## config.mk

```make
export PLATFORM = sky130hd
export DESIGN_NAME = uart_rx
export DESIGN_NICKNAME = d
export VERILOG_FILES = /design/src/rtl/uart_rx.sv
export SDC_FILE = /design/constraint.sdc
export NUM_CORES = 1
export LEC_CHECK = 0
export ABC_AREA = 1
export CORE_UTILIZATION = 40
export CTS_CLUSTER_SIZE = 20
export DETAILED_ROUTE_END_ITERATION = 10
export PLACE_DENSITY_LB_ADDON = 0.2
export SKIP_LAST_GASP = 1
export SLEW_MARGIN = 15
export SYNTH_ARGS = -nofsm -noshare
export SYNTH_HDL_FRONTEND = slang
export SYNTH_SLANG_ARGS = --single-unit
```

## constraint.sdc

```tcl
create_clock -name clk -period 3.6 [get_ports clk]
set_input_delay 0.54 -clock clk [delete_from_list [all_inputs] [get_ports clk]]
set_output_delay 0.54 -clock clk [all_outputs]
set_load 0.005 [all_outputs]
```

## src/rtl/uart_rx.sv

```systemverilog
// 8N1 UART receiver with 2-flop input synchronizer and a small receive FIFO.
// Define UART_RX_PARITY_EN to add one even-parity bit between data and stop.
module uart_rx #(
  parameter int CLK_HZ     = 50000000,
  parameter int BAUD       = 921600,
  parameter int FIFO_DEPTH = 8
) (
  input  logic       clk,
  input  logic       rst_n,
  input  logic       rxd_in,
  output logic [7:0] rx_data,
  output logic       rx_valid,
  input  logic       rx_ready,
  output logic       frame_err,
  output logic       overrun,
  output logic       parity_err,
  output logic       busy
);

  localparam int DATA_W  = 8;
  localparam int BIT_CYC = CLK_HZ / BAUD;
  localparam int HALF    = BIT_CYC / 2;
  localparam int CNT_W   = $clog2(BIT_CYC + 1);
  localparam int AW      = $clog2(FIFO_DEPTH);

  localparam logic [CNT_W-1:0] BIT_END  = CNT_W'(BIT_CYC - 1);
  localparam logic [CNT_W-1:0] HALF_END = CNT_W'(HALF - 1);
  localparam logic [AW:0]      OCC_FULL = (AW + 1)'(FIFO_DEPTH);

  typedef enum logic [2:0] {
    IDLE,
    START,
    DATA,
`ifdef UART_RX_PARITY_EN
    PARITY,
`endif
    STOP,
    BREAK
  } state_t;

`ifdef UART_RX_PARITY_EN
  function automatic logic even_parity_ok(input logic [DATA_W-1:0] d, input logic p);
    return ~(^d ^ p);
  endfunction
`endif

  state_t            state, state_nxt;
  logic [CNT_W-1:0]  cnt, cnt_nxt;
  logic [2:0]        idx, idx_nxt;
  logic              sync_p0, sync_p1, rxs, rxs_d;
  logic [DATA_W-1:0] shreg;
  logic              sample_bit, push_req, fe_nxt;
`ifdef UART_RX_PARITY_EN
  logic              pbit, pbit_ld, pe_nxt;
`endif

  logic [DATA_W-1:0] mem [FIFO_DEPTH];
  logic [AW-1:0]     wr_ptr, rd_ptr;
  logic [AW:0]       occ;
  logic              full, pop, do_push, ovr_nxt;

  assign rxs  = sync_p1;
  assign busy = (state != IDLE);

  // Synchronizer, edge history and FSM control registers
  always_ff @(posedge clk or negedge rst_n) begin
    if (!rst_n) begin
      sync_p0 <= 1'b1;
      sync_p1 <= 1'b1;
      rxs_d   <= 1'b1;
      state   <= IDLE;
      cnt     <= '0;
      idx     <= '0;
    end else begin
      sync_p0 <= rxd_in;
      sync_p1 <= sync_p0;
      rxs_d   <= rxs;
      state   <= state_nxt;
      cnt     <= cnt_nxt;
      idx     <= idx_nxt;
    end
  end

  always_comb begin
    state_nxt  = state;
    cnt_nxt    = cnt + 1'b1;
    idx_nxt    = idx;
    sample_bit = 1'b0;
    push_req   = 1'b0;
    fe_nxt     = 1'b0;
`ifdef UART_RX_PARITY_EN
    pbit_ld    = 1'b0;
    pe_nxt     = 1'b0;
`endif
    case (state)
      IDLE: begin
        cnt_nxt = '0;
        if (rxs_d && !rxs) state_nxt = START;
      end
      START: begin
        if (cnt == HALF_END) begin
          cnt_nxt = '0;
          idx_nxt = '0;
          state_nxt = rxs ? IDLE : DATA;
        end
      end
      DATA: begin
        if (cnt == BIT_END) begin
          cnt_nxt    = '0;
          sample_bit = 1'b1;
          idx_nxt    = idx + 3'd1;
          if (idx == 3'd7) begin
`ifdef UART_RX_PARITY_EN
            state_nxt = PARITY;
`else
            state_nxt = STOP;
`endif
          end
        end
      end
`ifdef UART_RX_PARITY_EN
      PARITY: begin
        if (cnt == BIT_END) begin
          cnt_nxt   = '0;
          pbit_ld   = 1'b1;
          state_nxt = STOP;
        end
      end
`endif
      STOP: begin
        if (cnt == BIT_END) begin
          cnt_nxt = '0;
          if (rxs) begin
            state_nxt = IDLE;
`ifdef UART_RX_PARITY_EN
            if (even_parity_ok(shreg, pbit)) push_req = 1'b1;
            else                             pe_nxt   = 1'b1;
`else
            push_req = 1'b1;
`endif
          end else begin
            fe_nxt    = 1'b1;
            state_nxt = BREAK;
          end
        end
      end
      BREAK: begin
        cnt_nxt = '0;
        if (rxs) state_nxt = IDLE;
      end
      default: state_nxt = IDLE;
    endcase
  end

  // Receive FIFO: push from the stop-bit decision, pop from the consumer
  assign full     = (occ == OCC_FULL);
  assign rx_valid = (occ != '0);
  assign pop      = rx_valid & rx_ready;
  assign do_push  = push_req & (~full | pop);
  assign ovr_nxt  = push_req & full & ~pop;
  assign rx_data  = rx_valid ? mem[rd_ptr] : '0;

  always_ff @(posedge clk) begin
    if (sample_bit) shreg[idx] <= rxs;
`ifdef UART_RX_PARITY_EN
    if (pbit_ld) pbit <= rxs;
`endif
    if (do_push) mem[wr_ptr] <= shreg;
  end

  always_ff @(posedge clk or negedge rst_n) begin
    if (!rst_n) begin
      wr_ptr     <= '0;
      rd_ptr     <= '0;
      occ        <= '0;
      frame_err  <= 1'b0;
      overrun    <= 1'b0;
      parity_err <= 1'b0;
    end else begin
      if (do_push) wr_ptr <= wr_ptr + 1'b1;
      if (pop)     rd_ptr <= rd_ptr + 1'b1;
      case ({do_push, pop})
        2'b10:   occ <= occ + 1'b1;
        2'b01:   occ <= occ - 1'b1;
        default: occ <= occ;
      endcase
      frame_err <= fe_nxt;
      overrun   <= ovr_nxt;
`ifdef UART_RX_PARITY_EN
      parity_err <= pe_nxt;
`else
      parity_err <= 1'b0;
`endif
    end
  end

endmodule

```

Word-level counts from Yosys, hierarchy flattened --
Memory sizes are Yosys's and may differ from the RTL's. Cells that the tools add are included.
Storage, ports and cells: register bits 35, RAM bits 64, bits of input ports 4, output and inout port bits 13, logic and storage cells 86, memories 1
Cells by class: add/sub/neg operators 6, magnitude comparators 2, eq/ne operators 16, mux-type cells 30, bitwise operators 7, reduce and logical (&&, ||, !) cells 12
Memory list:
- mem | words 8, width 8, read ports 1, clocked after Yosys merged registers in 0, wr ports 1, line 57 | logic [DATA_W-1:0] mem [FIFO_DEPTH];
Operators by type and width (number):
- 3-bit two-way mux | 9
- 6-bit case mux with 3 select lines | 1
- 3-bit case mux with 5 select lines | 1
- 6-bit two-way mux | 2
- 2-bit != test (second input constant) | 6
- 1-bit two-way mux | 11
- 3-bit by 1-bit adder with 3-bit output (second input constant) | 3
- 8-bit bitwise mux | 1
- 8-bit two-way mux | 1
- 4-bit case mux with 2 select lines | 1
- 6-bit by 1-bit adder with 6-bit output (second input constant) | 1
- 3-bit by 2-bit == test with 1-bit output (second input constant) | 2
- 3-bit == test (second input constant) | 2
- 6-bit by 5-bit == test with 1-bit output (second input constant) | 1
- 6-bit == test (second input constant) | 1
- 3-bit case mux with 2 select lines | 1
- 6-bit AND reduction | 1
- 4-bit by 1-bit adder with 4-bit output (second input constant) | 1
- 1-bit bitwise AND | 4
- 4-bit == test (second input constant) | 1
- 3-bit by 4-bit < comparator with 1-bit output (second input constant) | 1
- 2-bit nonzero test | 2
- 4-bit nonzero test | 1
- 2-bit OR reduction | 2
- 14 further kinds | 16

Longest topological paths before layout --
Gate-level depths: netlist of the first run.
depth after elaboration 6, gate-level depth with buffers 12

Worst setup path after synthesis of the first run --
No wires, ideal clock.
path type reg-to-reg, start register sync_p1, in the netlist rxs, end register occ[2], library setup time 130 ps, arrival 1857 ps, slack 1613 ps, cell stages (with the launch flop) 10, path buffers 0, clock period less this slack 1987 ps, cells stage by stage dfstp_2 inv_1 nor2_2 nand3_4 ha_1 xor2_1 ha_1 a21oi_1 xnor2_1 o21ai_0
Between the ends: longest elaborated chain between the ends 6, elaborated cells between the ends (all ways) 8, those cells by class eq/ne (2); mux (4); bitwise (1); reduce/logical (1)
RTL lines:
- from (decl) | line 50 | logic sync_p0, sync_p1, rxs, rxs_d;
- from (signal assigned) | line 76 | sync_p1 <= sync_p0;
- 1-bit two-way mux (*) | line 133 | if (rxs) begin
- 1-bit two-way mux (*) | line 131 | if (cnt == BIT_END) begin
- 1-bit two-way mux (*) | line 95 | case (state)
- 1-bit bitwise AND (*) | line 159 | assign do_push = push_req & (~full | pop);
- 2-bit by 1-bit == test with 1-bit output / 2-bit == test (equally long branches) | line 182 | case ({do_push, pop})
- 4-bit case mux with 2 select lines / 2-bit nonzero test (equally long branches)
- to (signal assigned) | line 183 | 2'b10: occ <= occ + 1'b1;
- to (signal assigned) | line 184 | 2'b01: occ <= occ - 1'b1;
- to (decl) | line 59 | logic [AW:0] occ;
Mark *: on every way between the ends. The rest lies on a longest branch, timed or not. A chain may end at the register's enable or synchronous reset.

Worst setup path after layout of the first run --
start register rd_ptr[1], end output port rx_data[0]
Between the ends: longest elaborated chain between the ends 2
RTL lines:
- from (decl) | line 58 | logic [AW-1:0] wr_ptr, rd_ptr;
- from (signal assigned) | line 181 | if (pop) rd_ptr <= rd_ptr + 1'b1;
- memory 8 x 8 bit
- 8-bit two-way mux | line 161 | assign rx_data = rx_valid ? mem[rd_ptr] : '0;
- to (decl) | line 11 | output logic [7:0] rx_data,
Every way passes these cells.

==> flow_summary.toml, run 1 <==
[hold_path]
min_path_type = "reg2reg"

[sta]
fmaxAchievable_ghz = 0.3269
finClkSkew_ps = 12.00
final-setup-viol-count = 0
finalHoldViolCount = 0
setup_tns_ps = 0
slew_viol_final = 0
maxSlewHeadroom = 0.3453
fin_crit_ps = 3059
worst_pin_slew_ps = 982.0
finalCritPeriodShare = 0.8498
rsz0062_at_grt = "no"

[grt]
grtUsageMet1 = 0.2199
gr-total-overflow = 0
use_met2 = 0.2635
antenna_found_initial = 0
grt_pass1_wl_mm = 13.81
global_route.usage.met3 = 0.02452
grtUsageTotal = 0.1656
grt_max_degree = 35
grt_pass1_vias = 2735
busiest_layer = "met2"

[status]
status = "finished clean"

[logic_synthesis]
synth_top_area_frac = 0.4977
synth_nets = 414
ys_warn_count = 0
synthArstFlopShare = 0.2727
synthTopCellsByArea = "edfxtp_1 50%, dfrtp_1 14%, nor2_1 7.3%"
synth.avg_cell_area_um2 = 10.86
synthCells = 400
ys_ff_latch = 99
synth_cell_type_count = 32
synth-edff-count = 72
netlist_area_um2 = 4344
synth_flop_cell = "edfxtp_1"
yosysSeqAreaShare = 0.6541
yosysTopAreaCell = "edfxtp_1"

[die]
fp-row-count = 37
die_w_um = 106.2
ios = 17
start_util = 0.4171
fp.dieArea_um2 = 11280
core_area_um2 = 10420
die_y_um = 106.2

[placed_design]
placed_cell_area_um2 = 4643
io_buffers = 15
place.gp.congestion = 0.8423
dp_hpwl_mm = 5.445

[detailed_routing]
wl_per_cell_um = 15.09
wl_mm = 8.466
drt_iter0_markers = 134
drc = 0
vias = 2774
ant_nets = 0
viasPerCell = 4.945
drtPass1Iterations = 4

[power_and_ir_drop]
total_power_mw = 3.318
ir_worst_vdd_mv = 0.2987
p_per_area_nw_per_um2 = 678.8
p_leak_nw = 1.821

[layout]
n_antenna_cell = 0
drive_above_1_share = 0.1200
final_cell_area_um2 = 4887
final_nets = 434
area_delta_synth_final_pct = 12.50

[critical_path]
worstSetupPathType = "reg2out"
crit_required_ps = 3060
arrival_ps = 2520
start_kind = "register"
worst-path-max-fanout = 34
end_kind = "output port"

[job]
cap_violations = 0

[clock_network]
cts.sinks = 99
ctsHoldBuffers = 0
cts_resized = 0
clkLatencyLatePin_ps = 360
postCtsSetupRepairBufs = 0
cts_max_path_buffers = 2
cts_made_buffers = 9
cts_tree = "done"
clkTransAtPathRegs_ps = 100
cts-root-buf = "clkbuf_8"
htree_levels = 3
[state kept, by name, summed over array words and instances, names as in the netlist]
name       flops
wr_ptr         3
rxs_d          1
cnt            6
idx            3
occ            4
mem           64
state          3
frame_err      1
sync_p0        1
rxs            1
overrun        1
shreg          8
rd_ptr         3
[critical path, stage by stage, from the launching register on]
cell and delay, ps:
dfrtp_1 1000, o21ai_0 230, o21ai_1 190, nor2_1 50, nor2_1 160, clkdlybuf4s50_1 520
[cells in the mapped netlist, types with 2 or more instances]
master / n
xnor2_1: 4
buf_2: 8
buf_4: 2
dfstp_2: 3
nand3_1: 12
o21ai_1: 41
nand3b_1: 2
nand2_2: 6
inv_2: 7
dfrtp_1: 24
a21oi_1: 4
nand2_4: 2
edfxtp_1: 72
xor2_1: 6
o21ai_0: 20
nand3_2: 2
nor2_2: 7
nor3_1: 11
inv_1: 20
nor2_1: 85
ha_1: 10
nand2_1: 40
nand4_1: 3
[report_power, final]
group          total [mW]  switching, mW  leakage, nW  internal, mW
registers            1.42          0.149        0.983          1.28
logic                1.03          0.562        0.716         0.470
clock network       0.861          0.392        0.122         0.470
[per-stage QoR]
stage | utilization | instances | hold slack [ps] | setup WS, ps
CTS | 0.4692 | 561 | 353.0 | 495.0
global route | 0.4692 | 561 | 365.8 | 289.2
detailed placement | 0.4458 | 545 | 347.3 | 925.4
floorplan | - | 400 | 244.4 | 1613
finish | 0.4692 | 561 | 361.0 | 540.8
global placement | 0.4458 | 545 | 345.6 | 956.8
[cell families (layout without fill, tap and decap cells)]
kind of cell | Yosys count | count (layout) | synth area share
DFF | 99 | 99 | 0.6541
and+or+nand+nor | 173 | 173 | 0.1789
buffers and inverters | 40 | 65 | 0.03946
other | 1 | 1 | 0.0008632
xor gates and xnor gates | 10 | 10 | 0.02016
AOI/OAI and AO/OA | 67 | 67 | 0.07777
adders and majority gates | 10 | 10 | 0.02880
[area by class of cell]
| cell class | count | area [um2] |
|---|---|---|
| multi-input combinational | 261 | 1331 |
| timing repair buffer | 20 | 187.7 |
| inverter | 29 | 112.6 |
| tap | 136 | 170.2 |
| sequential | 99 | 2841 |
| clock inverter | 6 | 116.4 |
| fill | 957 | 5529 |
| clock buffer | 10 | 127.6 |
[cells in the final DEF (no fill, tap or decap), types with 9 or more instances in the layout]
| cell type | Yosys | final |
|---|---|---|
| nor2_1 | 85 | 85 |
| edfxtp_1 | 72 | 72 |
| o21ai_1 | 41 | 41 |
| nand2_1 | 40 | 40 |
| dfrtp_1 | 24 | 24 |
| inv_1 | 20 | 20 |
| o21ai_0 | 20 | 20 |
| clkdlybuf4s50_1 | 0 | 15 |
| nand3_1 | 12 | 12 |
| nor3_1 | 11 | 11 |
| ha_1 | 10 | 10 |
| clkbuf_8 | 0 | 9 |
[worst paths after layout]
kind	from	endpoint	slack, ps	cells after the start
worst max-delay path	rd_ptr[1]$_DFFE_PN0P_	rx_data[0]	540	5
worst min-delay path	sync_p0$_DFF_PN1_	rxs$_DFF_PN1_	360	0
worst max register to register	rxs$_DFF_PN1_	mem[4][6]$_DFFE_PP_	1340	6
worst min register to register	sync_p0$_DFF_PN1_	rxs$_DFF_PN1_	360	0
max in group asynchronous	rst_n	rxs_d$_DFF_PN1_	2620	2
min in group asynchronous	rst_n	idx[2]$_DFFE_PN0P_	370	1
[per-layer routing]
metal	vias up	wire, um
met5	-	0
met4	0	247
met3	16	284
met2	55	4086
met1	1305	3848
li1	1398	-
Power figures use the tool's default switching activity.
==> run 2, diff against run 1 <==
==> constraint.sdc (replaced) <==
create_clock -name clk -period 3 [get_ports clk]
set_input_delay 0.45 -clock clk [delete_from_list [all_inputs] [get_ports clk]]
set_output_delay 0.45 -clock clk [all_outputs]
set_load 0.005 [all_outputs]
==> run 2 against run 1 <==
Sequential power grew 16%. Highest routed layer unchanged. Sequential share of layout area grew 0.27 points. Via count grew 2.2%. First-iteration DRC count grew 6.7%. Non-clock buffer count grew 3. Cell area shrank 0.46%. Power grew 15%.
==> flow_summary.toml, run 2 (synthesized netlist as in run 1, its figures left out) <==
[status]
status = "finished clean"

[sta]
worst_slack_ps = 251.6
finalCritPeriodShare = 0.9161
rsz0062_at_grt = "no"
final-setup-viol-count = 0
finClkSkew_ps = 13.97
finalHoldViolCount = 0
worst_pin_slew_ps = 662.7
slew_viol_final = 0
maxSlewHeadroom = 0.5568
setup_tns_ps = 0
fin_hold_ws_ps = 365.4
fin_crit_ps = 2748
fmaxAchievable_ghz = 0.3638

[layout]
area_delta_synth_final_pct = 11.98
drive_above_1_share = 0.1262
final_cell_mix = "85 x nor2_1, 72 x edfxtp_1, 41 x o21ai_1"
final_common_cell = "nor2_1"
final_nets = 437
largest_registers = "mem x64, shreg x8, cnt x6"
n_antenna_cell = 0
regMostFlops = "mem"
largest_reg_flops = 64

[critical_path]
max_stage_delay_ps = 560
crit_required_ps = 2550
slowest_stage = "dfrtp_1"
end_kind = "output port"
crit_family = "buffers and inverters"
worst-path-max-fanout = 25
path_cells = "buf_4, nor2_1, nor2_1, o21ai_1, o21ai_1, o21ai_1, nor2_1, clkdlybuf4s50_1"
start_kind = "register"
arrival_ps = 2300
worstSetupPathType = "reg2out"
cp_num_buf_inv = 2

[grt]
antenna_found_initial = 0
grt_pass1_vias = 2764
grtUsageTotal = 0.1631
grt_pass1_wl_mm = 13.72
grt_max_degree = 34
gr-total-overflow = 0

[placed_design]
place.gp.congestion = 0.8527
dp_hpwl_mm = 5.553
io_buffers = 15
place_ws_ps = 573.9

[die]
start_util = 0.4171
die_w_um = 106.2
fp-row-count = 37
ios = 17
die_y_um = 106.2
core_area_um2 = 10420
fp.dieArea_um2 = 11280

[detailed_routing]
vias = 2836
viasPerCell = 5.028
drt_iter0_markers = 143
ant_nets = 0
drc = 0
wl_mm = 8.320
drtPass1Iterations = 4
wl_per_cell_um = 14.75

[clock_network]
cts_made_buffers = 9
cts.sinks = 99
htree_levels = 3
cts-root-buf = "clkbuf_8"
clkLatencyLatePin_ps = 380
cts_tree = "done"
postCtsSetupRepairBufs = 0
cts_max_path_buffers = 2
cts_resized = 0
clkTransAtPathRegs_ps = 90
ctsHoldBuffers = 0

[power_and_ir_drop]
ir_worst_vdd_mv = 0.3990
p_leak_nw = 1.810
p_per_area_nw_per_um2 = 781.6
total_power_mw = 3.802

[job]
cap_violations = 0

[hold_path]
min_path_type = "reg2reg"
[run 2: per-stage QoR]
stage / area (um2) / util / instances
after floorplan: 4344 / - / 400
after global placement: 4678 / 0.4491 / 548
after detailed placement: 4678 / 0.4491 / 548
after CTS: 4862 / 0.4668 / 564
after global routing: 4865 / 0.4670 / 564
final: 4865 / 0.4670 / 564
[run 2: worst paths after layout]
check	start	end	slack [ps]	depth (start not counted)
setup / recovery	rd_ptr[0]$_DFFE_PN0P_	rx_data[4]	250	8
hold / removal	sync_p0$_DFF_PN1_	rxs$_DFF_PN1_	370	0
setup reg to reg	rxs$_DFF_PN1_	occ[2]$_DFFE_PN0P_	790	9
hold reg to reg	sync_p0$_DFF_PN1_	rxs$_DFF_PN1_	370	0
max in group asynchronous	rst_n	occ[1]$_DFFE_PN0P_	1870	2
min in group asynchronous	rst_n	idx[2]$_DFFE_PN0P_	470	1
[run 2: layer usage]
metal / track usage / vias to the layer above / wire length [um]
met3: 0.03188 / 13 / 266
met2: 0.2625 / 43 / 3985
met1: 0.2153 / 1377 / 3899
li1: - / 1403 / -
met5: 0 / - / 0
met4: 0.06944 / 0 / 168
[run 2: layout make-up]
cell class	count	area, um2
sequential	99	2841
clock inverter	7	60.06
fill	979	5552
clock buffer	9	123.9
multi-input combinational	261	1331
inverter	29	115.1
timing repair buffer	23	222.7
tap	136	170.2
[run 2: worst register-to-register path: stages, from the launching register on]
cell and delay (ps):
dfstp_2 670, inv_1 170, nor2_2 180, nand3_4 120, ha_1 250, xor2_1 170, ha_1 190, a21oi_1 150
xnor2_1 130, o21ai_0 80
[run 2: power breakdown]
group          leakage, nW  switching [mW]  internal [mW]  total, mW
Sequential           0.983           0.119           1.53       1.65
Clock               0.0913           0.498          0.316      0.814
Combinational        0.736           0.739          0.597       1.34
Total                 1.81            1.36           2.45       3.80
